[src/rtl/copro_pkg.sv]
// Shared opcodes, transmit FSM state type and opcode classification helpers
// for the coprocessor execution/response path.
package copro_pkg;

    localparam logic [7:0] OP_IDLE = 8'd0;
    localparam logic [7:0] OP_WR_A = 8'd97;
    localparam logic [7:0] OP_WR_B = 8'd98;
    localparam logic [7:0] OP_RD_A = 8'd99;
    localparam logic [7:0] OP_RD_B = 8'd100;
    localparam logic [7:0] OP_SUM  = 8'd101;
    localparam logic [7:0] OP_AVG  = 8'd102;
    localparam logic [7:0] OP_MAN  = 8'd103;
    localparam logic [7:0] OP_EUC  = 8'd104;

    localparam int ACC_W_DEFAULT = 32;

    typedef enum logic [2:0] {
        ST_IDLE,
        ST_READ,
        ST_MEMWAIT,
        ST_LOAD,
        ST_SEND,
        ST_TXWAIT,
        ST_HOLD
    } tx_state_t;

    function automatic logic is_valid_op(input logic [7:0] o);
        return (o >= OP_RD_A) && (o <= OP_EUC);
    endfunction

    function automatic logic uses_a(input logic [7:0] o);
        return (o == OP_RD_A) || ((o >= OP_SUM) && (o <= OP_EUC));
    endfunction

    function automatic logic uses_b(input logic [7:0] o);
        return (o >= OP_RD_B) && (o <= OP_EUC);
    endfunction

    function automatic logic is_dist(input logic [7:0] o);
        return (o == OP_MAN) || (o == OP_EUC);
    endfunction

    // Per-element ops stream a response for every vector index.
    function automatic logic is_per_elem(input logic [7:0] o);
        return (o >= OP_RD_A) && (o <= OP_AVG);
    endfunction

endpackage

[src/rtl/vec_tx_sequencer_dist_acc.sv]
// vec_dist_acc: Manhattan / squared-Euclidean distance accumulator.
// Difference, magnitude and square are combinational; only the sum is registered.
module vec_dist_acc
    import copro_pkg::*;
#(
    parameter int ACC_W = ACC_W_DEFAULT
) (
    input  logic             clk,
    input  logic             rst,
    input  logic             i_clear,
    input  logic             i_acc_en,
    input  logic             i_mode_euc,
    input  logic [7:0]       i_a,
    input  logic [7:0]       i_b,
    output logic [ACC_W-1:0] o_acc
);

    logic signed [16:0] w_diff;
    logic signed [33:0] w_sq;
    logic [7:0]         w_abs;
    logic [ACC_W-1:0]   w_term;
    logic [ACC_W-1:0]   r_acc;

    assign w_diff = $signed({9'b0, i_a}) - $signed({9'b0, i_b});
    assign w_sq   = w_diff * w_diff;
    assign w_abs  = (i_a >= i_b) ? (i_a - i_b) : (i_b - i_a);
    assign w_term = i_mode_euc ? ACC_W'(w_sq) : ACC_W'(w_abs);

    // Wraps modulo 2^ACC_W for very long vectors.
    always_ff @(posedge clk or posedge rst) begin
        if (rst) begin
            r_acc <= '0;
        end else if (i_clear) begin
            r_acc <= '0;
        end else if (i_acc_en) begin
            r_acc <= r_acc + w_term;
        end
    end

    assign o_acc = r_acc;

endmodule

[src/rtl/vec_tx_sequencer.sv]
// Executes a decoded vector op, streams result bytes to the UART and pulses op_finished.
// Define COPRO_TX_HEADER_EN to send the latched opcode as a header byte first.
module vec_tx_sequencer
    import copro_pkg::*;
#(
    parameter int VEC_LEN = 1024,
    parameter int ADDR_W  = $clog2(VEC_LEN),
    parameter int ACC_W   = ACC_W_DEFAULT
) (
    input  logic              clk,
    input  logic              rst,
    input  logic [7:0]        op,
    output logic [ADDR_W-1:0] mem_addr,
    output logic              rd_en_a,
    output logic              rd_en_b,
    input  logic [7:0]        dout_a,
    input  logic [7:0]        dout_b,
    output logic [7:0]        tx_data,
    output logic              tx_start,
    input  logic              tx_busy,
    output logic              op_finished
);

    tx_state_t         r_state;
    tx_state_t         w_next;
    logic [7:0]        r_op;
    logic [ADDR_W-1:0] r_idx;
    logic [31:0]       r_buf;
    logic [2:0]        r_cnt;
    logic              r_first;
    logic              r_dist_last;
`ifdef COPRO_TX_HEADER_EN
    logic              r_hdr_pending;
`endif

    logic              w_last;
    logic              w_acc_clr;
    logic              w_acc_en;
    logic              w_idx_inc;
    logic [8:0]        w_sum;
    logic [ACC_W-1:0]  w_acc;

    assign w_last   = (r_idx == ADDR_W'(VEC_LEN - 1));
    assign w_sum    = {1'b0, dout_a} + {1'b0, dout_b};
    assign mem_addr = r_idx;
    assign tx_data  = r_buf[31:24];

    vec_dist_acc #(.ACC_W(ACC_W)) u_acc (
        .clk        (clk),
        .rst        (rst),
        .i_clear    (w_acc_clr),
        .i_acc_en   (w_acc_en),
        .i_mode_euc (r_op == OP_EUC),
        .i_a        (dout_a),
        .i_b        (dout_b),
        .o_acc      (w_acc)
    );

    always_ff @(posedge clk or posedge rst) begin
        if (rst) begin
            r_state <= ST_IDLE;
        end else begin
            r_state <= w_next;
        end
    end

    always_comb begin
        w_next      = r_state;
        rd_en_a     = 1'b0;
        rd_en_b     = 1'b0;
        tx_start    = 1'b0;
        op_finished = 1'b0;
        w_acc_clr   = 1'b0;
        w_acc_en    = 1'b0;
        w_idx_inc   = 1'b0;
        case (r_state)
            ST_IDLE: begin
                if (is_valid_op(op)) begin
                    w_acc_clr = 1'b1;
`ifdef COPRO_TX_HEADER_EN
                    w_next = ST_SEND;
`else
                    w_next = ST_READ;
`endif
                end
            end
            ST_READ: begin
                rd_en_a = uses_a(r_op);
                rd_en_b = uses_b(r_op);
                w_next  = ST_MEMWAIT;
            end
            ST_MEMWAIT: w_next = ST_LOAD;
            ST_LOAD: begin
                // The last distance element takes an extra LOAD cycle so the
                // registered sum includes it before being copied to the buffer.
                if (is_dist(r_op)) begin
                    if (!w_last) begin
                        w_acc_en = 1'b1;
                        w_next   = ST_READ;
                    end else if (!r_dist_last) begin
                        w_acc_en = 1'b1;
                    end else begin
                        w_next = ST_SEND;
                    end
                end else begin
                    w_next = ST_SEND;
                end
            end
            ST_SEND: begin
                if (!tx_busy) begin
                    tx_start = 1'b1;
                    w_next   = ST_TXWAIT;
                end
            end
            ST_TXWAIT: begin
                if (!r_first && !tx_busy) begin
                    if (r_cnt != 3'd0) begin
                        w_next = ST_SEND;
                    end
`ifdef COPRO_TX_HEADER_EN
                    else if (r_hdr_pending) begin
                        w_next = ST_READ;
                    end
`endif
                    else if (is_per_elem(r_op) && !w_last) begin
                        w_idx_inc = 1'b1;
                        w_next    = ST_READ;
                    end else begin
                        op_finished = 1'b1;
                        w_next      = ST_HOLD;
                    end
                end
            end
            ST_HOLD: begin
                if (!is_valid_op(op)) begin
                    w_next = ST_IDLE;
                end
            end
            default: w_next = ST_IDLE;
        endcase
    end

    always_ff @(posedge clk or posedge rst) begin
        if (rst) begin
            r_op          <= OP_IDLE;
            r_idx         <= '0;
            r_buf         <= '0;
            r_cnt         <= '0;
            r_first       <= 1'b0;
            r_dist_last   <= 1'b0;
`ifdef COPRO_TX_HEADER_EN
            r_hdr_pending <= 1'b0;
`endif
        end else begin
            case (r_state)
                ST_IDLE: begin
                    if (is_valid_op(op)) begin
                        r_op        <= op;
                        r_idx       <= '0;
                        r_dist_last <= 1'b0;
`ifdef COPRO_TX_HEADER_EN
                        r_buf         <= {op, 24'b0};
                        r_cnt         <= 3'd1;
                        r_hdr_pending <= 1'b1;
`endif
                    end
                end
                ST_LOAD: begin
                    if (is_dist(r_op)) begin
                        if (!w_last) begin
                            r_idx <= r_idx + 1'b1;
                        end else if (!r_dist_last) begin
                            r_dist_last <= 1'b1;
                        end else begin
                            r_buf <= 32'(w_acc);
                            r_cnt <= 3'd4;
                        end
                    end else begin
                        case (r_op)
                            OP_RD_A: begin
                                r_buf <= {dout_a, 24'b0};
                                r_cnt <= 3'd1;
                            end
                            OP_RD_B: begin
                                r_buf <= {dout_b, 24'b0};
                                r_cnt <= 3'd1;
                            end
                            OP_SUM: begin
                                r_buf <= {7'b0, w_sum, 16'b0};
                                r_cnt <= 3'd2;
                            end
                            default: begin
                                r_buf <= {w_sum[8:1], 24'b0};
                                r_cnt <= 3'd1;
                            end
                        endcase
                    end
                end
                ST_SEND: begin
                    if (tx_start) begin
                        r_buf   <= r_buf << 8;
                        r_cnt   <= r_cnt - 3'd1;
                        r_first <= 1'b1;
                    end
                end
                ST_TXWAIT: begin
                    r_first <= 1'b0;
                    if (w_idx_inc) begin
                        r_idx <= r_idx + 1'b1;
                    end
`ifdef COPRO_TX_HEADER_EN
                    if (w_next == ST_READ) begin
                        r_hdr_pending <= 1'b0;
                    end
`endif
                end
                default: ;
            endcase
        end
    end

endmodule
[config.mk]
export PLATFORM = sky130hd
export DESIGN_NAME = vec_tx_sequencer
export DESIGN_NICKNAME = d
export VERILOG_FILES = /design/src/rtl/copro_pkg.sv /design/src/rtl/vec_tx_sequencer_dist_acc.sv /design/src/rtl/vec_tx_sequencer.sv
export SDC_FILE = /design/constraint.sdc
export NUM_CORES = 1
export LEC_CHECK = 0
export CAP_MARGIN = 20
export CORE_MARGIN = 4
export CORE_UTILIZATION = 25
export DETAILED_ROUTE_END_ITERATION = 16
export PLACE_DENSITY = 0.52
export SETUP_SLACK_MARGIN = 0.02
export SLEW_MARGIN = 25
export SYNTH_ARGS = -nofsm -noshare
export SYNTH_HDL_FRONTEND = slang
export SYNTH_SLANG_ARGS = --single-unit
[constraint.sdc]
create_clock -name clk -period 6.3 [get_ports clk]
set_clock_uncertainty 0.2 [all_clocks]
set_input_delay 1.26 -clock clk [delete_from_list [all_inputs] [get_ports clk]]
set_output_delay 1.26 -clock clk [all_outputs]
set_load 0.1 [all_outputs]
==> metrics.txt <==
# TYPE chip_impl_metric gauge
chip_impl_info{name="run_status",value="complete, but fails checks"} 1
chip_impl_info{name="failed_checks",value="setup timing"} 1
chip_impl_info{name="cts_tree",value="yes"} 1
chip_impl_metric{name="insertion_delay",unit="ns"} 0.35
chip_impl_metric{name="grt_antenna_before_repair",unit=""} 0
chip_impl_metric{name="ys_ff_latch",unit=""} 90
chip_impl_info{name="critical_path.most_common_cell",value="sky130_fd_sc_hd__fa_1"} 1
chip_impl_info{name="yosys-top-cells-area",value="sky130_fd_sc_hd__dfrtp_1 (23%), sky130_fd_sc_hd__ha_1 (13%), sky130_fd_sc_hd__fa_1 (12%)"} 1
chip_impl_metric{name="io_pins",unit=""} 49
chip_impl_metric{name="synth_cells",unit=""} 1195
chip_impl_metric{name="first_pass_grt_wire_length",unit="µm"} 48900
chip_impl_metric{name="final_max_slew_viol_count",unit=""} 0
chip_impl_metric{name="grt_pass1_vias",unit=""} 9549
chip_impl_metric{name="fraction_of_layout_instances_using_a_drive_strength_above_1",unit="%"} 31.0
chip_impl_metric{name="syn_area",unit="µm²"} 9910
chip_impl_metric{name="die-height",unit="µm"} 207
chip_impl_metric{name="finalSetupViolCount",unit=""} 27
chip_impl_metric{name="area_share_of_the_largest_cell_type_after_synthesis",unit="%"} 22.7
chip_impl_metric{name="postRouteWirelength",unit="µm"} 29300
chip_impl_metric{name="pre_cts_ws",unit="ns"} -3.61
chip_impl_metric{name="timing.fmax",unit="MHz"} 115
chip_impl_metric{name="drc",unit=""} 0
chip_impl_info{name="worstSetupEndpointType",value="register"} 1
chip_impl_metric{name="final.setup.worst_slack",unit="ns"} -2.43
chip_impl_metric{name="timing.critical_path.fanout_max",unit=""} 3
chip_impl_metric{name="gp_congestion",unit=""} 0.857
chip_impl_metric{name="detail_route.vias_per_cell",unit=""} 4.67
chip_impl_metric{name="final_area",unit="µm²"} 13900
chip_impl_metric{name="synth-edff-count",unit=""} 0
chip_impl_metric{name="post_synth_num_cell_types",unit=""} 84
chip_impl_metric{name="max_cap_violation_count",unit=""} 0
chip_impl_metric{name="ctsLongestPathBuffers",unit=""} 2
chip_impl_metric{name="timing.reg2reg.setup_slack",unit="ns"} 1.62
chip_impl_metric{name="min_period_over_period",unit="%"} 139
chip_impl_metric{name="yosys_warnings",unit=""} 0
chip_impl_metric{name="synth_seq_area_share",unit="%"} 22.7
chip_impl_metric{name="synth_area_per_cell",unit="µm²"} 8.30
chip_impl_metric{name="hold-worst-slack",unit="ns"} 0.277
chip_impl_metric{name="area_growth",unit="%"} 40.2
chip_impl_metric{name="avgRoutedWirePerCell",unit="µm"} 14.9
chip_impl_metric{name="route.antenna.remaining_nets",unit=""} 0
chip_impl_metric{name="globalRouteOverflowTotal",unit=""} 0
chip_impl_metric{name="dr.pass1.iters",unit=""} 5
chip_impl_info{name="synth_area_leader_cell",value="sky130_fd_sc_hd__dfrtp_1"} 1
chip_impl_info{name="yosys.cell_count.top_type",value="sky130_fd_sc_hd__nand2_1"} 1
chip_impl_metric{name="grtUsageTotal",unit="%"} 13.5
chip_impl_metric{name="async_reset_ff_share",unit="%"} 100
chip_impl_metric{name="grt_start_max_net_pins",unit=""} 71
chip_impl_info{name="worstSetupStartpointType",value="primary input"} 1
chip_impl_info{name="timing.hold.worst.class",value="register to register"} 1
chip_impl_metric{name="placement_rows",unit=""} 72
chip_impl_metric{name="post_layout_minimum_cycle_time",unit="ns"} 8.73
chip_impl_metric{name="slowest_delay",unit="ns"} 0.51
chip_impl_metric{name="max-slew-margin-rel",unit="%"} 23.6
chip_impl_metric{name="design.core.area",unit="µm²"} 38900
chip_impl_metric{name="die-width",unit="µm"} 207
chip_impl_metric{name="finalHoldViolCount",unit=""} 0
chip_impl_metric{name="clock_sink_count",unit=""} 90
chip_impl_info{name="unrepaired_setup_endpoints_after_global_routing",value="yes"} 1
chip_impl_metric{name="worst_margin_slew",unit="ns"} 1.14
chip_impl_metric{name="mappedNetlistNets",unit=""} 1382
chip_impl_info{name="slowest_stage",value="sky130_fd_sc_hd__fa_1"} 1
chip_impl_metric{name="drt_first_iter_violations",unit=""} 514
chip_impl_metric{name="htree_num_levels",unit=""} 3
chip_impl_metric{name="cp_data_required_time",unit="ns"} 6.38
chip_impl_info{name="post_synth_most_frequent_cells",value="sky130_fd_sc_hd__nand2_1 (148), sky130_fd_sc_hd__inv_1 (128), sky130_fd_sc_hd__nor2_1 (101)"} 1
chip_impl_metric{name="critical_path_arrival",unit="ns"} 8.81
chip_impl_metric{name="dp_hpwl",unit="µm"} 23400
chip_impl_metric{name="cts.reportedPaths.clkPinSlew",unit="ns"} 0.07
chip_impl_metric{name="placed_cell_area",unit="µm²"} 12700
chip_impl_metric{name="number_of_nets_in_the_final_layout",unit=""} 1633
chip_impl_metric{name="diodes",unit=""} 0
chip_impl_metric{name="placement.io_buffers",unit=""} 48
chip_impl_info{name="ys_dominant_reg_cell",value="sky130_fd_sc_hd__dfrtp_1"} 1
chip_impl_info{name="worst-setup-path-type",value="primary input to register"} 1
chip_impl_metric{name="final_core_util",unit="%"} 35.7
chip_impl_info{name="clock-root-buffer",value="sky130_fd_sc_hd__clkbuf_16"} 1
chip_impl_metric{name="vias",unit=""} 9204
chip_impl_metric{name="cts-buffers-inserted",unit=""} 9
chip_impl_metric{name="dieArea",unit="µm²"} 42900
chip_impl_metric{name="initial_core_util",unit="%"} 25.5
## worst paths after layout
check                                  endpoint  cells after the start      start
worst max-delay path            u_acc.o_acc[31]                     37  dout_a[0]
worst min-delay path                   r_buf[8]                      2   r_buf[8]
worst max register to register  u_acc.o_acc[22]                     16    r_op[2]
worst min register to register         r_buf[8]                      2   r_buf[8]
max in group asynchronous           mem_addr[5]                      3        rst
min in group asynchronous               r_first                      2        rst
## metrics by stage
step	std cells	setup TNS [ns]
after detailed placement	1922	-75.03
after global routing	1969	-58.76
after global placement	1922	-73.96
final	1969	-50.08
after CTS	1957	-49.16
after floorplan	1195	-45.69
## cells by family after synthesis
kind of cell	count (synthesis)	synth area share (%)
AO/OA/AOI/OAI	306	20.2
XOR/XNOR	68	6.08
adder cells (fa/ha/maj)	160	24.7
buffers and inverters	183	7.51
flip-flops	90	22.7
multiplexers	10	1.05
AND/OR/NAND/NOR	378	17.7
## sequential cells by signal, indices dropped and copies added (netlist names)
register / flops
r_first: 1
u_acc.o_acc: 32
r_state: 3
mem_addr: 10
r_buf: 32
r_dist_last: 1
r_op: 8
r_cnt: 3
## area by class of cell
class / instances / area, µm²
fill: 4029 / 25000
timing repair buffer: 291 / 2370
tap: 518 / 648
inverter: 132 / 522
clock buffer: 12 / 256
sequential: 90 / 2250
multi-input combinational: 922 / 7800
clock inverter: 4 / 48.8
## placed cells by master, fill, tap and decap left out, types with 13 or more instances in the layout
master / instances
sky130_fd_sc_hd__nor2_1: 84
sky130_fd_sc_hd__xnor2_1: 38
sky130_fd_sc_hd__ha_4: 26
sky130_fd_sc_hd__a21o_1: 30
sky130_fd_sc_hd__inv_1: 103
sky130_fd_sc_hd__ha_1: 64
sky130_fd_sc_hd__and3_1: 14
sky130_fd_sc_hd__xor2_1: 18
sky130_fd_sc_hd__a21oi_2: 13
sky130_fd_sc_hd__nor3_1: 21
sky130_fd_sc_hd__o21ai_1: 24
sky130_fd_sc_hd__nand2_1: 138
sky130_fd_sc_hd__fa_1: 53
sky130_fd_sc_hd__buf_6: 17
sky130_fd_sc_hd__nand3_1: 22
sky130_fd_sc_hd__nor2_4: 13
sky130_fd_sc_hd__dfrtp_1: 90
sky130_fd_sc_hd__buf_4: 226
sky130_fd_sc_hd__a21oi_1: 77
sky130_fd_sc_hd__inv_2: 23
sky130_fd_sc_hd__clkdlybuf4s50_1: 35
sky130_fd_sc_hd__o21ai_0: 46
## layer usage
metal,share of wire (%),track usage (%),vias to the layer above
met1,48,18.5,4462
met2,48,23.6,141
met3,2.3,1.32,33
met5,0,0,-
li1,-,-,4568
met4,1.7,2.51,0
## critical path: cells and delay by family
kind            cells  cell delay, ns
fa+ha+maj           9            3.44
compound gates     13            2.40
simple gates        5            0.80
buf+inv             8            0.63
xor+xnor            2            0.26
## timing repair
item | CTS | global route
setup buffers | 20 | 12
gates resized for setup | 125 | 49
pin swaps | 77 | 33
cloned | 0 | 0
hold buffers | 0 | 0
endpoints found under the setup margin | 27 | 27
Power is left out: the tool's default activity adds up to more than one toggle a clock period on the data nets, which glitch-free logic cannot reach.
